File: config.mk
export PLATFORM = sky130hd
export DESIGN_NAME = fetch_stage
export DESIGN_NICKNAME = d
export VERILOG_FILES = /design/src/rtl/mips_pkg.sv /design/src/rtl/if_id_reg.sv /design/src/rtl/fetch_stage.sv
export SDC_FILE = /design/constraint.sdc
export NUM_CORES = 1
export LEC_CHECK = 0
export CELL_PAD_IN_SITES_DETAIL_PLACEMENT = 0
export CELL_PAD_IN_SITES_GLOBAL_PLACEMENT = 1
export CORE_UTILIZATION = 42
export CTS_CLUSTER_DIAMETER = 120
export DETAILED_ROUTE_END_ITERATION = 6
export PLACE_DENSITY_LB_ADDON = 0.12
export SETUP_SLACK_MARGIN = 0.02
export SLEW_MARGIN = 25
export SYNTH_ARGS = -nofsm -noshare
export SYNTH_HDL_FRONTEND = slang
export SYNTH_HIERARCHICAL = 1
export SYNTH_SLANG_ARGS = --single-unit
File: constraint.sdc
create_clock -name clk -period 6.9 [get_ports clk]
set_clock_uncertainty 0.2 [all_clocks]
set_input_delay 1.38 -clock clk [delete_from_list [all_inputs] [get_ports clk]]
set_output_delay 1.38 -clock clk [all_outputs]
set_load 0.02 [all_outputs]
File: src/rtl/mips_pkg.sv
// Shared definitions for the MIPS pipeline stages: word width, reset defaults,
// fetch FSM states and a word-alignment helper.
package mips_pkg;

  localparam int WORD_W = 32;

  localparam logic [WORD_W-1:0] RESET_PC_DEFAULT  = 32'h0000_0000;
  localparam logic [WORD_W-1:0] NOP_INSTR_DEFAULT = 32'h0000_0000;

  typedef enum logic [1:0] {
    RUN  = 2'd0,
    BUF  = 2'd1,
    DROP = 2'd2
  } fetch_state_t;

  function automatic logic [WORD_W-1:0] word_align(input logic [WORD_W-1:0] addr);
    return addr & ~WORD_W'(3);
  endfunction

endpackage

File: src/rtl/if_id_reg.sv
// Pipeline register holding {pc, instr, valid}; flush and reset both load a
// bubble, flush overriding a held (write-disabled) register.
module if_id_reg
  import mips_pkg::*;
#(
  parameter logic [WORD_W-1:0] NOP_INSTR = NOP_INSTR_DEFAULT
) (
  input  logic              clk,
  input  logic              reset_i,
  input  logic              we_i,
  input  logic              flush_i,
  input  logic [WORD_W-1:0] pc_i,
  input  logic [WORD_W-1:0] instr_i,
  input  logic              valid_i,
  output logic [WORD_W-1:0] pc_o,
  output logic [WORD_W-1:0] instr_o,
  output logic              valid_o
);

  logic [WORD_W-1:0] pc_q;
  logic [WORD_W-1:0] instr_q;
  logic              valid_q;

  always_ff @(posedge clk) begin
    if (reset_i || flush_i) begin
      pc_q    <= '0;
      instr_q <= NOP_INSTR;
      valid_q <= 1'b0;
    end else if (we_i) begin
      pc_q    <= pc_i;
      instr_q <= instr_i;
      valid_q <= valid_i;
    end
  end

  assign pc_o    = pc_q;
  assign instr_o = instr_q;
  assign valid_o = valid_q;

endmodule

File: src/rtl/fetch_stage.sv
// Instruction-fetch stage: PC, imem req/ack handshake, one-word skid buffer
// and redirect handling, feeding the IF/ID pipeline register.
//   state | meaning
//   RUN   | request outstanding at PC; an ack delivers, buffers or is dropped
//   BUF   | one acked word parked while the hazard unit holds; no request
//   DROP  | old request still in flight after a redirect; its word is discarded
module fetch_stage
  import mips_pkg::*;
#(
  parameter logic [WORD_W-1:0] RESET_PC  = RESET_PC_DEFAULT,
  parameter logic [WORD_W-1:0] NOP_INSTR = NOP_INSTR_DEFAULT
) (
  input  logic              clk,
  input  logic              reset,
  input  logic              PCWrite,
  input  logic              IF_ID_Write,
  input  logic              IF_ID_Flush,
  input  logic              Redirect,
  input  logic [WORD_W-1:0] RedirectPC,
  output logic              imem_req,
  output logic [WORD_W-1:0] imem_addr,
  input  logic              imem_ack,
  input  logic [WORD_W-1:0] imem_rdata,
  output logic [WORD_W-1:0] IF_ID_PC,
  output logic [WORD_W-1:0] IF_ID_Instr,
  output logic              IF_ID_Valid,
  output logic              FetchBusy
);

  fetch_state_t      state_q, state_d;
  logic [WORD_W-1:0] pc_q, pc_d;
  logic [WORD_W-1:0] pend_q, pend_d;
  logic [WORD_W-1:0] buf_pc_q, buf_pc_d;
  logic [WORD_W-1:0] buf_instr_q, buf_instr_d;

  logic              adv;
  logic              ack;
  logic [WORD_W-1:0] target;
  logic              deliver;
  logic [WORD_W-1:0] out_pc;
  logic [WORD_W-1:0] out_instr;

  assign adv       = PCWrite & IF_ID_Write;
  assign target    = word_align(RedirectPC);
  assign imem_req  = ~reset & (state_q != BUF);
  assign imem_addr = pc_q;
  // Acks are only meaningful against a live request.
  assign ack       = imem_ack & imem_req;
  assign FetchBusy = reset | ~(((state_q == RUN) & imem_ack) | (state_q == BUF));

  always_comb begin
    state_d     = state_q;
    pc_d        = pc_q;
    pend_d      = pend_q;
    buf_pc_d    = buf_pc_q;
    buf_instr_d = buf_instr_q;
    deliver     = 1'b0;
    out_pc      = pc_q + 32'd4;
    out_instr   = imem_rdata;

    unique case (state_q)
      RUN: begin
        if (ack) begin
          if (Redirect) begin
            pc_d = target;
          end else if (adv) begin
            deliver = 1'b1;
            pc_d    = pc_q + 32'd4;
          end else begin
            buf_pc_d    = pc_q + 32'd4;
            buf_instr_d = imem_rdata;
            state_d     = BUF;
          end
        end else if (Redirect) begin
          pend_d  = target;
          state_d = DROP;
        end
      end
      BUF: begin
        out_pc    = buf_pc_q;
        out_instr = buf_instr_q;
        if (Redirect) begin
          pc_d    = target;
          state_d = RUN;
        end else if (adv) begin
          deliver = 1'b1;
          pc_d    = pc_q + 32'd4;
          state_d = RUN;
        end
      end
      DROP: begin
        if (Redirect) pend_d = target;
        if (ack) begin
          pc_d    = Redirect ? target : pend_q;
          state_d = RUN;
        end
      end
      default: state_d = RUN;
    endcase
  end

  always_ff @(posedge clk) begin
    if (reset) begin
      state_q     <= RUN;
      pc_q        <= RESET_PC;
      pend_q      <= '0;
      buf_pc_q    <= '0;
      buf_instr_q <= '0;
    end else begin
      state_q     <= state_d;
      pc_q        <= pc_d;
      pend_q      <= pend_d;
      buf_pc_q    <= buf_pc_d;
      buf_instr_q <= buf_instr_d;
    end
  end

  // Whenever IF/ID is written without a delivered word, it takes a bubble.
  if_id_reg #(
    .NOP_INSTR(NOP_INSTR)
  ) u_if_id (
    .clk     (clk),
    .reset_i (reset),
    .we_i    (IF_ID_Write),
    .flush_i (IF_ID_Flush),
    .pc_i    (deliver ? out_pc : '0),
    .instr_i (deliver ? out_instr : NOP_INSTR),
    .valid_i (deliver),
    .pc_o    (IF_ID_PC),
    .instr_o (IF_ID_Instr),
    .valid_o (IF_ID_Valid)
  );

endmodule
==> flow_summary.json <==
{
  "drt_iter0_markers": 575,
  "fin_crit_ns": 4.489,
  "dp_hpwl_um": 17260,
  "cts_buffers": 17,
  "crit_path_max_fanout": 6,
  "post_cts_buffers": 0,
  "worstReg2RegStart": "state_q[0]$_SDFFE_PP0P_",
  "drtPass1Iterations": 5,
  "grt_antenna_before_repair": 0,
  "start_kind": "primary input",
  "dieArea_mm2": 0.02294,
  "slew_violations": 0,
  "pwr-share-clk_pct": 39.3,
  "critical_path.endpoint_type": "output port",
  "root_buffer": "clkbuf_16",
  "n_fill_cell": 2180,
  "max_freq_ghz": 0.2228,
  "crit_top_cell": "clkdlybuf4s50_1",
  "setup_tns_ns": 0,
  "p_sw_mw": 0.6823,
  "grt_setup_unrepaired": "false",
  "required_ns": 5.32,
  "seq_area_mm2": 0.003904,
  "startpoint": "imem_ack",
  "p_per_area_mw_per_mm2": 209.0,
  "core-area_mm2": 0.02189,
  "cpPeakStageDelay_ns": 0.57,
  "power_frac_seq_pct": 49.0,
  "fin_nets": 1375,
  "synth.most_common_cell": "nand2_1",
  "synth_top_area_share_pct": 41.61,
  "drive_gt1_share_pct": 5.775,
  "grt_pass1_wl_um": 42550,
  "via_per_inst": 5.392,
  "combPwrFrac_pct": 11.7,
  "grt_pass1_vias": 7733,
  "die_h_um": 151.5,
  "synth_edf_count": 0,
  "crit_buf_inv": 2,
  "cts.repair.resized": 0,
  "ys_seq_area_share_pct": 41.61,
  "final_cells": 1596,
  "placedCellCount": 1563,
  "cts_buffer_depth": 2,
  "portBuffers": 167,
  "cts_sinks": 195,
  "switching_share_pct": 27.98,
  "dieWidth_um": 151.5,
  "setup_violations": 0,
  "wl_um": 27130,
  "path_class": "primary input to output port",
  "p_int_mw": 1.757,
  "cp.depth": 4,
  "htreeDepth": 4,
  "syn_inst": 1203,
  "synth.distinct_cells": 61,
  "rows": 54,
  "area_growth_syn_to_layout_pct": 24.35,
  "status": "finished, final reports clean",
  "power.total_mw": 2.439,
  "multiInputGateArea_mm2": 0.005005,
  "hold_buffers": 0,
  "cts_tree": "built",
  "vias": 8606,
  "crit_slowest_cell": "clkdlybuf4s50_1",
  "avgSynthCellArea_um2": 7.799,
  "synth.area.top_cells": "dfxtp_1, nand2_1, mux2i_1",
  "ys_dominant_reg_cell": "dfxtp_1",
  "initial_utilization_pct": 42.86,
  "yosys.area.top_type": "dfxtp_1",
  "clkLatencyLatePin_ns": 0.44,
  "hold_viol_final": 0,
  "fin_crit_sh_pct": 65.06,
  "ff2ff_path_depth": 5,
  "synth_seq_cells": 195,
  "ios": 170,
  "timing.rr.end": "imem_addr[21]$_SDFFE_PP0P_",
  "tightest_slew_ns": 1.005,
  "syn_area_mm2": 0.009383,
  "grt-ovfl-total": 0,
  "crit_end": "FetchBusy",
  "arrival_ns": 2.91,
  "ir_drop_uv": 159.3,
  "ant_nets": 0,
  "critPathTopFamily": "buffers and inverters",
  "slew_headroom_pct": 33.01,
  "gp_congestion": 0.8526,
  "grtUsageTotal_pct": 23.95,
  "synthTopCellsByCount": "nand2_1, dfxtp_1, nor2_1",
  "antenna_cells": 0,
  "worstPathCellList": "clkdlybuf4s50_1 -> nor2_1 -> or3_1 -> clkdlybuf4s50_1",
  "wl_per_cell_um": 17.00,
  "yosys_warnings": 6,
  "hp-class": "register to register",
  "drc_errors": 0,
  "reg2reg_slack_ns": 3.67,
  "clk_pin_slew_ns": 0.08,
  "max_cap_viol_count": 0,
  "grt_max_degree": 93,
  "syn_nets": 1275,
  "p_leak_nw": 4.311,
  "ys_async_sr_fraction_pct": 0
}
==> power by group through the flow <==
stage | clock [mW] | combinational, mW | sequential, mW
after CTS | 0.983 | 0.283 | 1.19
after global routing | 1.02 | 0.311 | 1.20
after floorplan | 0 | 0.165 | 1.22
after global placement | 0 | 0.281 | 1.22
final | 0.958 | 0.285 | 1.20
after detailed placement | 0 | 0.283 | 1.22
==> through the flow <==
step                worst slack (ns)  instance area (um2)  hold WS [ns]  util, %
finish                         2.411                11670        0.2517    53.30
CTS                            2.411                11640        0.2531    53.17
global placement               2.425                11070        0.2380    50.59
global route                   2.366                11670        0.2650    53.30
floorplan                      2.992                 9383        0.2319        -
detailed placement             2.426                11080        0.2420    50.59
==> metal layers <==
layer	vias up	routed length [um]	share of wire, %	GRT usage, %
met3	18	1266	4.7	4.281
met2	203	11650	43	34.09
met5	-	0	0	0
met1	4028	13950	51	36.72
li1	4357	-	-	-
met4	0	266	0.98	5.650
==> area by class of cell <==
cell class | count | area share [%]
clock buffers | 18 | 3.764
multi-input cells | 895 | 42.90
flip-flops and latches | 195 | 33.46
inverters | 10 | 0.3217
repair buffers | 184 | 15.49
clock inverters | 14 | 1.072
well taps | 280 | 3.003
==> cell usage in the layout, fill, tap and decap left out, drive strengths merged, types with 4 or more instances in the layout <==
master	n
nand4	18
xnor2	21
clkdlybuf4s50	164
buf	20
clkinvlp	4
nor3	22
a221oi	5
clkinv	7
clkbuf	18
a211oi	43
and3	9
o21ai	65
nand3	51
inv	13
o32ai	4
nor4	13
a21oi	95
or3	4
nor2	137
dfxtp	195
nand2	254
mux2i	70
nand3b	32
xor2	7
==> cell families after synthesis <==
kind of cell | Yosys count | synth area share (%)
fa+ha+maj | 1 | 0.1333
buf+inv | 113 | 5.601
compound gates | 235 | 15.00
flops | 195 | 41.61
xor+xnor | 28 | 2.614
mux | 70 | 7.468
simple gates | 561 | 27.58
==> flip-flops by register name, indices dropped and copies added (netlist names) <==
name and cells:
buf_instr_q 32, buf_pc_q 32, imem_addr 32, pend_q 32, state_q 2, u_if_id/instr_o 32
u_if_id/pc_o 32, u_if_id/valid_o 1
==> tightest hold or removal path: cells and delay by family, from the launching register on <==
family             cells  cell delay, ns
DFF                    1            0.31
AOI/OAI and AO/OA      1            0.05
and+or+nand+nor        1            0.05
==> worst min path at each step <==
stage                       startpoint                 endpoint  slack [ns]  depth (start not counted)
4_1_cts        pend_q[29]$_SDFFE_PP0P_  pend_q[29]$_SDFFE_PP0P_        0.25                          2
6_report       pend_q[29]$_SDFFE_PP0P_  pend_q[29]$_SDFFE_PP0P_        0.25                          2
3_3_place_gp   pend_q[29]$_SDFFE_PP0P_  pend_q[29]$_SDFFE_PP0P_        0.24                          2
2_1_floorplan  pend_q[26]$_SDFFE_PP0P_  pend_q[26]$_SDFFE_PP0P_        0.23                          2
5_1_grt        pend_q[18]$_SDFFE_PP0P_  pend_q[18]$_SDFFE_PP0P_        0.26                          2
3_5_place_dp   pend_q[29]$_SDFFE_PP0P_  pend_q[29]$_SDFFE_PP0P_        0.24                          2
No activity file was read; power rests on OpenSTA's default activity.
==> RTL edit 1: new RTL, same settings <==
Change the package constant `WORD_W` from 32 to 40.
--- a/src/rtl/mips_pkg.sv
+++ b/src/rtl/mips_pkg.sv
@@ -3,5 +3,5 @@
 package mips_pkg;
 
-  localparam int WORD_W = 32;
+  localparam int WORD_W = 40;
 
   localparam logic [WORD_W-1:0] RESET_PC_DEFAULT  = 32'h0000_0000;
Ports: changed (5 resized); port bits go from 170 to 210. No check against the original RTL was run, so the function may have changed too.
==> RTL edit 1 against the original RTL <==
The flow now finishes with violations (DRC). Routed wire length increased by 31%. Total power increased by 38%. Sequential cell count increased by 48. Synthesized area increased by 27%. Highest routed layer unchanged. Largest power group is now clock. Fmax increased by 0.57%. Worst setup slack improved by 25 ps. Register-to-register slack improved by 210 ps. Cell area increased by 27%. Largest cell class unchanged. First-iteration DRC count increased by 70%.
==> RTL edit 1: results (changes against the original RTL) <==
status: "finished with violations"
violations: "DRC"
grt_usage: 0.240  # +0.000253
min_from: "pend_q[26]$_SDFFE_PP0P_"
wl_met2_um: 14700  # +26%
insertion_delay_ps: 550  # +110 ps
syn_area_per_cell_um2: 8.01  # +2.7%
internal_power_uw: 2530  # +44%
synthTopCellsByCount: "314 x nand2_1, 243 x dfxtp_1, 143 x nor2_1"
synth_cell_type_count: 67  # +9.8%
drtIter0Drc: 975  # +70%
antenna_found_initial: 1  # +1
crit_fanout: 77  # +71
cp.arrival_ps: 2880  # -30 ps
grt_max_degree: 107  # +15%
gp_congestion: 0.855  # +0.33%
synth.area.top_cells: "dfxtp_1 41%, nand2_1 9.9%, mux2i_1 7.3%"
avgViaCountPerCell: 5.40  # +0.23%
worst_r2r_path_depth: 7  # +2
final_layout_size_suffix_gt1_frac: 0.0553  # -0.00247
drc_errors: 2  # +2
portBuffers: 207  # +24%
dp_hpwl_um: 22200  # +29%
leakagePower_uw: 0.00549  # +27%
wl_met1_um: 17900  # +28%
RTL edit 1: cell families (layout without fill, tap and decap cells):
logic type                 Yosys count  count (layout)  synth area share
and+or+nand+nor                    678             678             0.273
AOI/OAI and AO/OA                  295             295             0.147
DFF                                243             243             0.407
buffers and inverters              145             283            0.0673
muxes                               92              92            0.0776
xor gates and xnor gates            36              36            0.0264
adders and majority gates            1               1           0.00105
other                                0               1                 0
RTL edit 1: cell type report:
cell class | count | area, um2
clock inverter | 7 | 121
fill | 2650 | 13000
clock buffer | 43 | 827
inverter | 9 | 33.8
tap | 378 | 473
antenna | 1 | 2.50
sequential | 243 | 4860
multi-input combinational | 1102 | 6310
timing repair buffer | 224 | 2210
RTL edit 1: worst max-delay path by stage:
stage	startpoint	cells past startpoint	endpoint
after floorplan	reset	4	imem_req
after global placement	IF_ID_Write	7	buf_pc_q[2]$_SDFFE_PP0P_
after detailed placement	IF_ID_Write	7	buf_pc_q[2]$_SDFFE_PP0P_
after CTS	reset	4	FetchBusy
after global routing	reset	4	FetchBusy
final	reset	4	FetchBusy
RTL edit 1: power by group through the flow:
stage               Combinational [uW]  Sequential, uW  Clock [uW]
floorplan                          218            1520           0
global placement                   356            1520           0
detailed placement                 358            1520           0
CTS                                360            1490        1560
global route                       392            1500        1610
finish                             361            1490        1520
RTL edit 1: per-stage QoR:
stage	instance area (um2)	worst slack (ps)	power, uW	util	hold slack (ps)
6_report	14800	2440	3370	0.533	251
5_1_grt	14800	2310	3500	0.533	269
4_1_cts	14800	2430	3410	0.532	251
3_5_place_dp	13900	2420	1880	0.498	242
3_3_place_gp	13900	2420	1880	0.498	237
2_1_floorplan	11900	3040	1740	-	232
RTL edit 1: worst max-delay path, cell delays in order:
cell,delay [ps]
buf_4,580
nor2_1,60
o21ai_0,130
clkdlybuf4s50_1,690
RTL edit 1: metal layers:
metal | track usage | vias to the layer above
met5 | 0 | -
met4 | 0.0568 | 0
met3 | 0.0315 | 43
met2 | 0.340 | 367
met1 | 0.375 | 5046
li1 | - | 5391
==> RTL edit 2: new RTL, config.mk and constraints unchanged <==
Made on the original files. Re-encode `fetch_state_t` (3 states) as one-hot, 3 bits wide.
--- a/src/rtl/mips_pkg.sv
+++ b/src/rtl/mips_pkg.sv
@@ -8,8 +8,8 @@
   localparam logic [WORD_W-1:0] NOP_INSTR_DEFAULT = 32'h0000_0000;
 
-  typedef enum logic [1:0] {
-    RUN  = 2'd0,
-    BUF  = 2'd1,
-    DROP = 2'd2
+  typedef enum logic [2:0] {
+    RUN  = 3'b001,
+    BUF  = 3'b010,
+    DROP = 3'b100
   } fetch_state_t;
 
Behaviour: same outputs for any inputs over 4 cycles, from zero or initial values and one cycle with reset high; so few cycles prove little.
==> RTL edit 2 against the original RTL <==
Critical path type unchanged. Largest power group unchanged. Total power increased by 0.76%. Synthesized area decreased by 0.29%. Sequential cell count increased by 1. Routed wire length decreased by 3.0%. Clock power increased by 0.8%. Worst setup slack got worse by 60 ps. Register-to-register slack improved by 140 ps. Cell area decreased by 0.14%.
==> RTL edit 2: results (changes against the original RTL) <==
synthMuxAreaShare: 0.103  # +0.0280
cpPeakStageDelay_ps: 610  # +40 ps
grt_max_degree: 72  # -23%
synth-adder-area-share: 0.00134  # +0.00000392
leakagePower_uw: 0.00408  # -5.3%
dp.cells: 1523  # -2.6%
hold_slack_ps: 256  # +4.43 ps
r2r_end: "u_if_id/pc_o[21]$_SDFFE_PP0P_"
final_layout_size_suffix_gt1_frac: 0.0611  # +0.00338
r2r_slack_ps: 3810  # +140 ps
drtIter0Drc: 652  # +13%
synth_compound_area_frac: 0.171  # +0.0208
timing.rr.start: "state_q[2]$_SDFFE_PP0P_"
synth-async-reset-ratio: 0  # unchanged
fin_nets: 1335  # -2.9%
peakVddDrop_uv: 156  # -1.8%
slew_headroom: 0.348  # +0.0177
synthTopCellsByCount: "196 x dfxtp_1, 192 x nand2_1, 174 x nor2_1"
portBuffers: 167  # unchanged
period_minus_slack_ps: 4550  # +59.6 ps
synthCells: 1154  # -4.1%
avgViaCountPerCell: 5.35  # -0.73%
grt_pass1_vias: 7362  # -4.8%
synth_xor_area_frac: 0.0262  # +0.0000769
yosysSeqAreaShare: 0.419  # +0.00336
crit_fanout: 7  # +1
grt_pass1_wl_um: 41400  # -2.7%
status: "completed"
worst_r2r_path_depth: 8  # +3
wire_per_inst_um: 16.9  # -0.52%
min_from: "buf_instr_q[29]$_SDFFE_PP0P_"
vias: 8329  # -3.2%
cts_buffers: 17  # unchanged
fillers: 2095  # -3.9%
grt_usage: 0.235  # -0.00482
gp_congestion: 0.850  # -0.29%
cp_slowest_cell: "clkdlybuf4s50_1"
dp_hpwl_um: 17500  # +1.6%
pre_cts_ws_ps: 2000  # -424 ps
synth_cell_type_count: 63  # +3.3%
post_dp_cell_area_um2: 11000  # -0.25%
synth.area.top_cells: "dfxtp_1 42%, mux2i_1 10%, nand2_1 7.7%"
cp.arrival_ps: 2970  # +60 ps
RTL edit 2: metal layers:
layer	vias up	GRT usage	routed length (um)
met3	26	0.0364	1120
met2	188	0.332	10900
met4	0	0.0685	430
met5	-	0	0
li1	4230	-	-
met1	3885	0.360	13900
RTL edit 2: final cells by class:
cell class / count / area (um2) / share of cell area
clock buffer: 18 / 429 / 0.0368
clock inverter: 14 / 146 / 0.0126
inverter: 11 / 41.3 / 0.00354
multi-input combinational: 854 / 4950 / 0.425
sequential: 196 / 3920 / 0.337
tap: 280 / 350 / 0.0301
timing repair buffer: 183 / 1810 / 0.155
RTL edit 2: worst register-to-register path, cell delays in order (launching register included):
cell and delay [ps]:
dfxtp_1 510, or3b_1 670, o22ai_4 280, nand2_2 410, inv_2 420, o21ai_0 140, a21oi_1 190, mux2i_1 100
nor2_1 100
RTL edit 2: power by group:
group	internal, uW	switching (uW)
Sequential	1170	33.2
Clock	481	484
Combinational	126	166
Total	1770	684
